## config.mk

```make
export PLATFORM = sky130hd
export DESIGN_NAME = hazard_ctrl_sb
export DESIGN_NICKNAME = d
export VERILOG_FILES = /design/src/rtl/hazard_ctrl_sb.sv
export SDC_FILE = /design/constraint.sdc
export NUM_CORES = 1
export LEC_CHECK = 0
export BUFFER_PORTS_ARGS = -buffer_cell sky130_fd_sc_hd__buf_2
export CORE_MARGIN = 2
export CORE_UTILIZATION = 45
export CTS_BUF_LIST = sky130_fd_sc_hd__clkbuf_8 sky130_fd_sc_hd__clkbuf_16
export CTS_CLUSTER_DIAMETER = 30
export DETAILED_ROUTE_END_ITERATION = 8
export PLACE_DENSITY = 0.67
export SLEW_MARGIN = 0
export SYNTH_ARGS = -nofsm -noshare
export SYNTH_HDL_FRONTEND = slang
export SYNTH_SLANG_ARGS = --single-unit
```

## constraint.sdc

```tcl
create_clock -name i_clk -period 3.3 [get_ports i_clk]
set_input_delay 0.165 -clock i_clk [delete_from_list [all_inputs] [get_ports i_clk]]
set_output_delay 0.165 -clock i_clk [all_outputs]
set_load 0.01 [all_outputs]
```

## src/rtl/hazard_ctrl_sb.sv

```systemverilog
// Purpose : hazard controller for the 5-stage RV32I pipeline: load-use
//           stalls, WB-to-ID stall, and a scoreboard for out-of-band writers.
// Latency : all stall/flush outputs are combinational from the current inputs
//           and state; scoreboard and FSM updates take effect at the next edge.
// Backpressure: a long op that cannot get a scoreboard slot (full or WAW)
//           holds EX and everything upstream of it, and sends a bubble to MEM.
//
// Ports:
//   i_clk, i_rst_n            clock, synchronous active-low reset
//   i_pc_sel                  redirect resolved in EX (flushes ID/EX)
//   i_{ex,mem,wb}_rd_*        per-stage destination write enable / address
//   i_id_rs{1,2}_addr         ID source registers
//   i_id_opcode, i_ex_opcode  opcodes used to decide source use / loads
//   i_ex_long                 EX instruction goes to a long-latency unit
//   i_lu_done, i_lu_rd_addr   long-latency writeback
//   o_pc_enable               1 = PC advances
//   o_stall_*                 active-low, 1 = stage register loads
//   o_flush_*                 active-low, 0 = stage register loads a bubble
//   o_sb_full                 scoreboard holds MAX_PENDING writes
// Optional: define HAZARD_PERF_CNT_EN to add o_stall_cycles / o_flush_cycles.

module hazard_ctrl_sb #(
  parameter int unsigned LOAD_USE_CYC = 1,
  parameter bit          WB_BYPASS    = 1'b1,
  parameter int unsigned MAX_PENDING  = 4,
  parameter int unsigned REG_AW       = 5
) (
  input  logic              i_clk,
  input  logic              i_rst_n,
  input  logic              i_pc_sel,
  input  logic              i_ex_rd_wren,
  input  logic              i_mem_rd_wren,
  input  logic              i_wb_rd_wren,
  input  logic [REG_AW-1:0] i_ex_rd_addr,
  input  logic [REG_AW-1:0] i_mem_rd_addr,
  input  logic [REG_AW-1:0] i_wb_rd_addr,
  input  logic [REG_AW-1:0] i_id_rs1_addr,
  input  logic [REG_AW-1:0] i_id_rs2_addr,
  input  logic [6:0]        i_id_opcode,
  input  logic [6:0]        i_ex_opcode,
  input  logic              i_ex_long,
  input  logic              i_lu_done,
  input  logic [REG_AW-1:0] i_lu_rd_addr,
  output logic              o_pc_enable,
  output logic              o_stall_id,
  output logic              o_stall_ex,
  output logic              o_stall_mem,
  output logic              o_stall_wb,
  output logic              o_flush_id,
  output logic              o_flush_ex,
  output logic              o_flush_mem,
  output logic              o_flush_wb,
  output logic              o_sb_full
`ifdef HAZARD_PERF_CNT_EN
  ,
  output logic [31:0]       o_stall_cycles,
  output logic [31:0]       o_flush_cycles
`endif
);

  localparam int NREG = 1 << REG_AW;
  localparam int CW   = $clog2(MAX_PENDING + 1);

  localparam logic [6:0] OP_LOAD  = 7'b0000011;
  localparam logic [6:0] OP_LUI   = 7'b0110111;
  localparam logic [6:0] OP_AUIPC = 7'b0010111;
  localparam logic [6:0] OP_JAL   = 7'b1101111;
  localparam logic [6:0] OP_R     = 7'b0110011;
  localparam logic [6:0] OP_S     = 7'b0100011;
  localparam logic [6:0] OP_B     = 7'b1100011;

  typedef enum logic {IDLE, LU_STALL} lu_state_t;

  lu_state_t         state_q, state_d;
  logic [1:0]        lu_cnt_q, lu_cnt_d;
  logic [NREG-1:0]   pending_q;
  logic [CW-1:0]     pend_cnt_q;

  // MEM-stage rd is resolved by the forwarding unit; it never stalls here.
  logic unused_mem;
  assign unused_mem = i_mem_rd_wren ^ (^i_mem_rd_addr);

  // ---------------------------------------------------------------- decode
  logic rs1_used, rs2_used;
  logic rs1_live, rs2_live;
  logic ld_hit, wb_hit, sb_hit;
  logic sb_full, ex_hold, sb_set, sb_clr, sb_same;

  assign rs1_used = !((i_id_opcode == OP_LUI) || (i_id_opcode == OP_AUIPC) ||
                      (i_id_opcode == OP_JAL));
  assign rs2_used = (i_id_opcode == OP_R) || (i_id_opcode == OP_S) ||
                    (i_id_opcode == OP_B);
  assign rs1_live = rs1_used && (i_id_rs1_addr != '0);
  assign rs2_live = rs2_used && (i_id_rs2_addr != '0);

  assign ld_hit = (i_ex_opcode == OP_LOAD) && i_ex_rd_wren &&
                  ((rs1_live && (i_id_rs1_addr == i_ex_rd_addr)) ||
                   (rs2_live && (i_id_rs2_addr == i_ex_rd_addr)));

  assign wb_hit = !WB_BYPASS && i_wb_rd_wren &&
                  ((rs1_live && (i_id_rs1_addr == i_wb_rd_addr)) ||
                   (rs2_live && (i_id_rs2_addr == i_wb_rd_addr)));

  assign sb_hit = (rs1_live && pending_q[i_id_rs1_addr]) ||
                  (rs2_live && pending_q[i_id_rs2_addr]);

  // ------------------------------------------------------------ scoreboard
  assign sb_full = (pend_cnt_q == CW'(MAX_PENDING));
  // A completion this cycle frees a slot in time for the new long op.
  assign ex_hold = i_ex_long && ((sb_full && !i_lu_done) || pending_q[i_ex_rd_addr]);
  assign sb_set  = i_ex_long && i_ex_rd_wren && (i_ex_rd_addr != '0) && !ex_hold;
  assign sb_clr  = i_lu_done && pending_q[i_lu_rd_addr];
  // Set and clear of the same register: the new writer keeps the bit and
  // the count does not move.
  assign sb_same = sb_set && i_lu_done && (i_lu_rd_addr == i_ex_rd_addr);

  always_ff @(posedge i_clk) begin
    if (!i_rst_n) begin
      pending_q  <= '0;
      pend_cnt_q <= '0;
    end else begin
      if (sb_clr && !sb_same) pending_q[i_lu_rd_addr] <= 1'b0;
      if (sb_set)             pending_q[i_ex_rd_addr] <= 1'b1;
      if (!sb_same) begin
        if (sb_set && !sb_clr)      pend_cnt_q <= pend_cnt_q + CW'(1);
        else if (!sb_set && sb_clr) pend_cnt_q <= pend_cnt_q - CW'(1);
      end
    end
  end

  // ----------------------------------------------------- load-use FSM: reg
  always_ff @(posedge i_clk) begin
    if (!i_rst_n) begin
      state_q  <= IDLE;
      lu_cnt_q <= '0;
    end else begin
      state_q  <= state_d;
      lu_cnt_q <= lu_cnt_d;
    end
  end

  // ------------------------------------------------ load-use FSM: next state
  always_comb begin
    state_d  = state_q;
    lu_cnt_d = lu_cnt_q;
    if (i_pc_sel) begin
      state_d  = IDLE;
      lu_cnt_d = '0;
    end else begin
      case (state_q)
        IDLE: begin
          if (ld_hit) begin
            lu_cnt_d = 2'(LOAD_USE_CYC - 1);
            if (LOAD_USE_CYC > 1) state_d = LU_STALL;
          end
        end
        LU_STALL: begin
          // The detect cycle was bubble #1, so leave when this is the last.
          lu_cnt_d = (lu_cnt_q == 2'd0) ? 2'd0 : lu_cnt_q - 2'd1;
          if (lu_cnt_q <= 2'd1) state_d = IDLE;
        end
        default: state_d = IDLE;
      endcase
    end
  end

  // ------------------------------------------------------ outputs
  logic id_stall;
  assign id_stall = (state_q == LU_STALL) || ((state_q == IDLE) && ld_hit) ||
                    wb_hit || sb_hit;

  always_comb begin
    o_pc_enable = 1'b1;
    o_stall_id  = 1'b1;
    o_stall_ex  = 1'b1;
    o_stall_mem = 1'b1;
    o_stall_wb  = 1'b1;
    o_flush_id  = 1'b1;
    o_flush_ex  = 1'b1;
    o_flush_mem = 1'b1;
    o_flush_wb  = 1'b1;
    o_sb_full   = i_rst_n && sb_full;
    if (i_rst_n) begin
      if (ex_hold) begin
        o_pc_enable = 1'b0;
        o_stall_id  = 1'b0;
        o_stall_ex  = 1'b0;
        o_flush_mem = 1'b0;
      end
      if (id_stall) begin
        o_pc_enable = 1'b0;
        o_stall_id  = 1'b0;
        // A held EX keeps its instruction; only bubble it when it moves on.
        if (!ex_hold) o_flush_ex = 1'b0;
      end
      // Redirect wins over any ID stall: the stalled instruction is dead.
      if (i_pc_sel) begin
        o_pc_enable = 1'b1;
        o_stall_id  = 1'b1;
        o_flush_id  = 1'b0;
        o_flush_ex  = 1'b0;
      end
    end
  end

`ifdef HAZARD_PERF_CNT_EN
  always_ff @(posedge i_clk) begin
    if (!i_rst_n) begin
      o_stall_cycles <= '0;
      o_flush_cycles <= '0;
    end else begin
      if (!o_pc_enable) o_stall_cycles <= o_stall_cycles + 32'd1;
      if (!o_flush_id)  o_flush_cycles <= o_flush_cycles + 32'd1;
    end
  end
`else
  // Performance counters compiled out; hazard behaviour is unchanged.
`endif

endmodule

```

After elaboration in Yosys (flattened, before gate mapping)
Cells that the tools add are included.
{ "word_totals": {"reg_bits": 38, "input_bits": 52, "output_inout_bits": 10} }
{ "classes": {"add_sub_neg": 3, "order_cmp": 7, "n_eq_ne": 12, "muxes": 32, "bitwise_logic": 6, "n_reduce_logical": 46} }
{ "op_table": {"columns": ["cell", "n"], "rows": [
  ["$mux 32", 3],
  ["$and 32x32->32", 1],
  ["$not 32->32", 1],
  ["$or 32x32->32", 1],
  ["$lt 5x6->1 const B", 4],
  ["$logic_and 1x1->1", 23],
  ["$eq 7x6->1 const B", 3],
  ["$bmux 1 s5", 4],
  ["$mux 1", 18],
  ["$eq 5x5->1", 3],
  ["$reduce_bool 5->1", 3],
  ["$eq 7x7->1 const B", 2],
  ["$demux 1 s5", 2],
  ["$ge 5x1->1 const B", 2],
  ["$logic_or 1x1->1", 9],
  ["$eq 7x2->1 const B", 1],
  ["$eq 7x5->1 const B", 1],
  ["$logic_not 1->1", 6],
  ["$mux 3", 2],
  ["$mux 2", 2],
  ["$pmux 2 s2", 1],
  ["$add 3x1->3 const B", 1],
  ["$eq 3x3->1 const B", 1],
  ["$not 1->1", 3],
  ["9 further kinds", 9]
]} }

Depth between registers and ports, before layout
Gate-level depths: netlist of the first run.
{ "depth": {"ltp_word": 14, "ltp_mapped": 14, "ltp_nobuf": 12} }

Worst setup path after synthesis of the first run
Ideal clock, no wire load.
{ "synth_timing": {"path_type": "input port to flip-flop", "start": "input i_ex_rd_addr[0]", "end": "register pend_cnt_q[2]", "arrival_time_ns": 2.725, "setup_slack_ns": 0.506, "stages": 14, "n_path_buf": 2, "cell_sequence": "buf_6 > buf_8 > mux4_2 > a32oi_1 > nand3_2 > a21oi_4 > and2_1 > ha_1 > inv_1 > fa_1 > xnor2_1 > nand2b_1 > or3_1 > a21oi_1"} }
{ "synth_between": {"elab_chain_len": 10, "elab_cells_between_ends": 18} }
{ "synth_lines": {"columns": ["item", "line", "source"], "rows": [
  ["start, declared", "34", "input logic [REG_AW-1:0] i_ex_rd_addr,"],
  ["$bmux 1 s5", "110", "assign ex_hold = i_ex_long && ((sb_full && !i_lu_done) || pending_q[i_ex_rd_addr]);"],
  ["$mux 1 (implied by the code)", "110", null],
  ["$logic_or 1x1->1", "110", null],
  ["$logic_and 1x1->1", "110", null],
  ["$logic_not 1->1", null, null],
  ["$logic_and 1x1->1", "111", "assign sb_set = i_ex_long && i_ex_rd_wren && (i_ex_rd_addr != '0) && !ex_hold;"],
  ["$logic_not 1->1 or $logic_and 1x1->1 (tied branches)", "126, 115", null],
  ["$logic_and 1x1->1 (on tied branches)", "126, 115", null],
  ["$reduce_bool 2->1 (no source line) or $not 1->1 (tied branches)", null, null],
  ["$reduce_and 2->1 (no source line)", null, null],
  ["end signal, assigned", "125", "if (sb_set && !sb_clr) pend_cnt_q <= pend_cnt_q + CW'(1);"],
  ["end signal, assigned", "126", "else if (!sb_set && sb_clr) pend_cnt_q <= pend_cnt_q - CW'(1);"],
  ["end, declared", "77", "logic [CW-1:0] pend_cnt_q;"]
]} }
Several ways; a longest one is shown, not always the timed one. The select of a mux whose other input is x is not followed.
A chain may end at the register's enable or synchronous reset.

Final worst setup path of the first run
{ "layout_timing": {"start": "register pending_q[4]", "end": "register pend_cnt_q[2]"} }
{ "layout_between": {"elab_chain_len": 10, "elab_cells_between_ends": 19} }
{ "layout_lines": {"columns": ["item", "line", "source"], "rows": [
  ["start, declared", "76", "logic [NREG-1:0] pending_q;"],
  ["start signal, assigned", "119", "pending_q <= '0;"],
  ["start signal, assigned by index", "122", "if (sb_clr && !sb_same) pending_q[i_lu_rd_addr] <= 1'b0;"],
  ["start signal, assigned by index", "123", "if (sb_set) pending_q[i_ex_rd_addr] <= 1'b1;"],
  ["$bmux 1 s5", "110", null],
  ["$mux 1 (implied by the code)", "110", null],
  ["$logic_or 1x1->1", "110", null],
  ["$logic_and 1x1->1", "110", null],
  ["$logic_not 1->1", null, null],
  ["$logic_and 1x1->1", "111", null],
  ["$logic_not 1->1 or $logic_and 1x1->1 (tied branches)", "126, 115", null],
  ["$logic_and 1x1->1 (on tied branches)", "126, 115", null],
  ["$reduce_bool 2->1 (no source line) or $not 1->1 (tied branches)", null, null],
  ["$reduce_and 2->1 (no source line)", null, null]
]} }
Several ways; a longest one is shown, not always the timed one. The select of a mux whose other input is x is not followed.

==> impl_metrics.toml, run 1 <==
[timing]
timing.final.crit_share = 0.8819
setup-tns-final_ns = 0
fmax_mhz = 343.6
maxSlewViolCount = 0
rsz0062_at_grt = "no"
worst-slew-pin-transition_ns = 0.8275
layout_min_cycle_time_ns = 2.910
slew_headroom = 0.4483
setup_viol = 0
finalHoldViolCount = 0
final.setup_skew_ns = 0.008941

[synthesis]
yosysWarnings = 0
ys_seq_area_frac = 0.2302
yosysUniqueCellTypes = 57
async_flop_share = 0
synth_flop_cell = "dfxtp_1"
ys_ff_latch = 38
syn_inst = 330
syn_area_sq_um = 3304
synth_area_per_cell_sq_um = 10.01
synth_edf_count = 0

[place]
dp.final_hpwl_um = 6762
dpl_cell_area_sq_um = 3485
gp_congestion = 0.8746
numPortBuffers = 46

[cells_and_area]
final_nets = 408
final_cell_mix = "buf_2, dfxtp_1, o31ai_1, o211ai_1, mux4_2"
antenna_cells = 0
stdcell_area_sq_um = 3627
area_growth_pct = 9.769
final_util = 0.5055
mostFrequentLayoutCell = "buf_2"
nFillCells = 664
drive_gt1_frac = 0.2704

[critical_path]
required_ns = 3.53
crit_arrival_ns = 3.14
start_kind = "flip-flop"
path_max_fanout = 5
cp-end-kind = "flip-flop"
path_class = "flip-flop to flip-flop"

[clocking]
clkTransAtPathRegs_ns = 0.08
htreeDepth = 2
cts_setup_buffers = 0
numCtsBuffers = 5
cts_sinks = 38
postCtsHoldBufs = 0
tritoncts = "done"
clk_latency_ns = 0.30
clockRootBuffer = "clkbuf_8"
clockBufferDepth = 2
post_cts_resized = 0

[routing]
routedWlPerCell_um = 21.00
drt_drc_violations_left = 0
ant_nets = 0
dr_total_vias = 3016
vias_per_cell = 6.643
totalWireLength_um = 9535
drt-initial-drc-count = 279
first_pass_iters = 5

[die]
dieHeight_um = 89.69
rows = 31
coreArea_sq_um = 7176
start_util = 0.4605
ios = 62
die_area_sq_um = 8044
die_w_um = 89.69

[global_route]
track_usage = 0.2401
grt_pass1_vias = 2735
antenna_found_initial = 0
grt_overflow_total = 0
grt_pass1_wl_um = 14350
grt_max_degree = 41

[pwr]
pwr-share-comb = 0.185
p_int_mw = 0.8732
seqPwrFrac = 0.397
p_leak_nw = 1.326
p_switching_mw = 0.3173
vdd_drop_max_v = 0.0002376
powerDensity_nw_per_um2 = 328.2
switching_share = 0.2665
clkPwrFrac = 0.418

[flow_run]
maxCapViolations = 0

[worst_hold_path]
hp-class = "primary input to flip-flop"

[run_status]
outcome = "complete, no violations"
==> metrics by stage <==
stage	power (mW)	instances	setup slack [ns]	hold WS, ns
final	1.191	454	0.3898	0.1950
after global routing	1.231	454	0.1837	0.2168
after CTS	1.195	454	0.3846	0.1824
after detailed placement	0.7010	446	0.2172	0.4387
after global placement	0.6982	446	0.2500	0.4338
after floorplan	0.6404	332	0.5057	0.3202
==> sequential cells by signal, summed over array words and instances (netlist names) <==
signal      flops
pending_q      32
pend_cnt_q      3
lu_cnt_q        2
state_q         1
==> critical path, stage by stage, from the launching register on <==
cell and delay [ns]:
dfxtp_1 0.36, mux4_1 0.53, a32oi_1 0.25, nand3_2 0.14, a21oi_4 0.15, and2_1 0.15
ha_1 0.18, inv_1 0.06, fa_1 0.38, xnor2_1 0.15, nand2b_1 0.08, or3_1 0.30
a21oi_1 0.14
==> per-layer routing <==
layer / vias up / track usage / wire length (um)
li1: 1368 / - / -
met1: 1460 / 0.3243 / 3943
met2: 160 / 0.3763 / 4468
met3: 28 / 0.03656 / 769
met4: 0 / 0.1167 / 354
met5: - / 0 / 0
==> final timing paths <==
path / cells after the start / slack [ns] / start / endpoint
setup / recovery: 12 / 0.39 / pending_q[4] / pend_cnt_q[2]
hold / removal: 4 / 0.20 / i_pc_sel / lu_cnt_q[1]
setup reg to reg: 12 / 0.39 / pending_q[4] / pend_cnt_q[2]
hold reg to reg: 2 / 0.45 / lu_cnt_q[1] / lu_cnt_q[1]
==> power by group through the flow <==
stage | Clock, mW | Sequential [mW] | Combinational, mW
floorplan | 0 | 0.481 | 0.159
global placement | 0 | 0.483 | 0.215
detailed placement | 0 | 0.484 | 0.217
CTS | 0.503 | 0.473 | 0.218
global route | 0.518 | 0.474 | 0.238
finish | 0.498 | 0.473 | 0.220
==> Yosys cell counts (4+ instances only) <==
library cell,number,area (sq um)
a21oi_1,5,25.02
o211ai_1,25,187.7
buf_4,6,45.04
buf_2,7,35.03
nand3_1,13,65.06
mux2i_1,18,180.2
buf_6,5,56.30
o21ai_0,5,25.02
mux4_2,21,473.0
xnor2_1,10,87.58
o31ai_1,31,232.7
dfxtp_1,38,760.7
nor3_1,4,20.02
nand3b_1,8,60.06
a32oi_1,5,43.79
nand2b_1,6,37.54
o211ai_2,7,87.58
inv_1,8,30.03
nor4b_1,4,35.03
clkbuf_1,13,48.80
mux4_1,7,183.9
or3_1,5,31.28
nand2_1,16,60.06
nor2_1,8,30.03
xor2_1,6,52.55
==> kinds of logic (layout without fill, tap and decap cells) <==
group	Yosys count	count (layout)	share of synthesized area
AOI/OAI and AO/OA	94	94	0.2272
xor gates and xnor gates	16	16	0.04241
adders and majority gates	2	2	0.009844
buffers and inverters	44	67	0.07421
DFF	38	38	0.2302
muxes	47	47	0.2567
other	1	3	0.001135
and+or+nand+nor	88	88	0.1583
==> layout make-up <==
class / count / area (sq um) / area share
tap: 99 / 123.9 / 0.03415
multi-input combinational: 250 / 2306 / 0.6357
timing repair buffer: 50 / 260.3 / 0.07175
sequential: 38 / 760.7 / 0.2097
clock inverter: 2 / 60.06 / 0.01656
clock buffer: 6 / 82.58 / 0.02277
inverter: 9 / 33.78 / 0.009314
Power figures use the tool's default switching activity.
==> run 2, diff against run 1 <==
RECOVER_POWER = 100   (was unset)
==> impl_metrics.toml, run 2 (same netlist as run 1, synthesis figures left out) <==
[die]
die_w_um = 89.69
die_area_sq_um = 8044
start_util = 0.4605
ios = 62
coreArea_sq_um = 7176
dieHeight_um = 89.69
rows = 31

[routing]
first_pass_iters = 5
vias_per_cell = 6.639
drt-initial-drc-count = 263
ant_nets = 0
dr_total_vias = 3014
drt_drc_violations_left = 0
routedWlPerCell_um = 21.15
totalWireLength_um = 9604

[timing]
setup_viol = 0
rsz0062_at_grt = "no"
layout_min_cycle_time_ns = 2.981
slew_headroom = -0.3331
worst-slew-pin-transition_ns = 2.000
finalHoldViolCount = 0
final.setup_skew_ns = 0.007991
timing.final.crit_share = 0.9034
setup-tns-final_ns = 0
maxSlewViolCount = 41
fmax_mhz = 335.4

[pwr]
switching_share = 0.2679
vdd_drop_max_v = 0.0002392
p_int_mw = 0.8717
clkPwrFrac = 0.420
seqPwrFrac = 0.397
powerDensity_nw_per_um2 = 331.0
pwr-share-comb = 0.183
p_leak_nw = 1.307
p_switching_mw = 0.3190

[global_route]
track_usage = 0.2401
grt_pass1_vias = 2735
antenna_found_initial = 0
grt_overflow_total = 0
grt_max_degree = 41
grt_pass1_wl_um = 14350

[cells_and_area]
regMostFlops = "pending_q"
nFillCells = 669
area_growth_pct = 8.860
final_nets = 408
final_util = 0.5013
antenna_cells = 0
largest_registers = "pending_q (32), pend_cnt_q (3), lu_cnt_q (2)"
largest_register_ffs = 32
multi_input_area_sq_um = 2287
seqCellArea_sq_um = 760.7
drive_gt1_frac = 0.2451
mostFrequentLayoutCell = "buf_2"
layout.cells.non_filler = 454
final_cell_mix = "buf_2, dfxtp_1, o31ai_1, o211ai_1, mux4_2"

[critical_path]
path_max_fanout = 5
r2r-start = "pending_q[4]"
cp-end-kind = "flip-flop"
required_ns = 3.53
start_kind = "flip-flop"
crit_start = "pending_q[4]"
crit_arrival_ns = 3.21
path_class = "flip-flop to flip-flop"

[clocking]
numCtsBuffers = 5
htreeDepth = 2
post_cts_resized = 0
clkTransAtPathRegs_ns = 0.08
postCtsHoldBufs = 0
cts_sinks = 38
clockBufferDepth = 2
tritoncts = "done"
clockRootBuffer = "clkbuf_8"
clk_latency_ns = 0.30
cts_setup_buffers = 0

[place]
numPortBuffers = 46
gp_congestion = 0.8746
dp.final_hpwl_um = 6762
dp.cells = 446

[flow_run]
maxCapViolations = 1

[worst_hold_path]
min_from = "i_pc_sel"
hp-class = "primary input to flip-flop"

[run_status]
outcome = "finished with violations"
violations = "capacitance limit, slew limit"
run 2: area by class of cell:
cell class / instances / share of cell area
timing repair buffer: 50 / 0.06922
clock inverter: 2 / 0.01670
multi-input combinational: 250 / 0.6358
inverter: 9 / 0.009391
sequential: 38 / 0.2115
clock buffer: 6 / 0.02296
tap: 99 / 0.03443
run 2: power groups by stage:
stage / registers, mW / clock network (mW) / logic [mW]
after detailed placement: 0.484 / 0 / 0.217
after global routing: 0.474 / 0.518 / 0.236
after global placement: 0.483 / 0 / 0.215
after floorplan: 0.481 / 0 / 0.159
after CTS: 0.473 / 0.503 / 0.218
final: 0.473 / 0.500 / 0.218
run 2: routing by layer:
layer  share of wire  global-route usage
met3           0.079             0.03656
met1            0.42              0.3243
met2            0.46              0.3763
met4           0.038              0.1167
met5               0                   0
run 2: critical path: stages (launching register included):
cell and delay (ns):
dfxtp_1 0.36, mux4_1 0.53, a32oi_1 0.25, nand3_2 0.11
a21oi_1 0.21, and2_0 0.17, ha_1 0.19, inv_1 0.06
fa_1 0.38, xnor2_1 0.15, nand2b_1 0.08, or3_1 0.30
a21oi_1 0.14
run 2: worst paths after layout:
path	endpoint	slack, ns	depth (start not counted)
max	pend_cnt_q[2]	0.32	12
max reg2reg	pend_cnt_q[2]	0.32	12
min	lu_cnt_q[1]	0.19	4
min reg2reg	lu_cnt_q[1]	0.45	2
run 2: per-stage QoR:
step / power, mW / cell area, sq um / hold slack, ns / setup slack [ns]
6_report: 1.191 / 3597 / 0.1924 / 0.3189
5_1_grt: 1.228 / 3597 / 0.2168 / 0.1028
4_1_cts: 1.195 / 3627 / 0.1824 / 0.3846
3_5_place_dp: 0.7010 / 3485 / 0.4387 / 0.2172
3_3_place_gp: 0.6982 / 3485 / 0.4338 / 0.2500
2_1_floorplan: 0.6404 / 3312 / 0.3202 / 0.5057
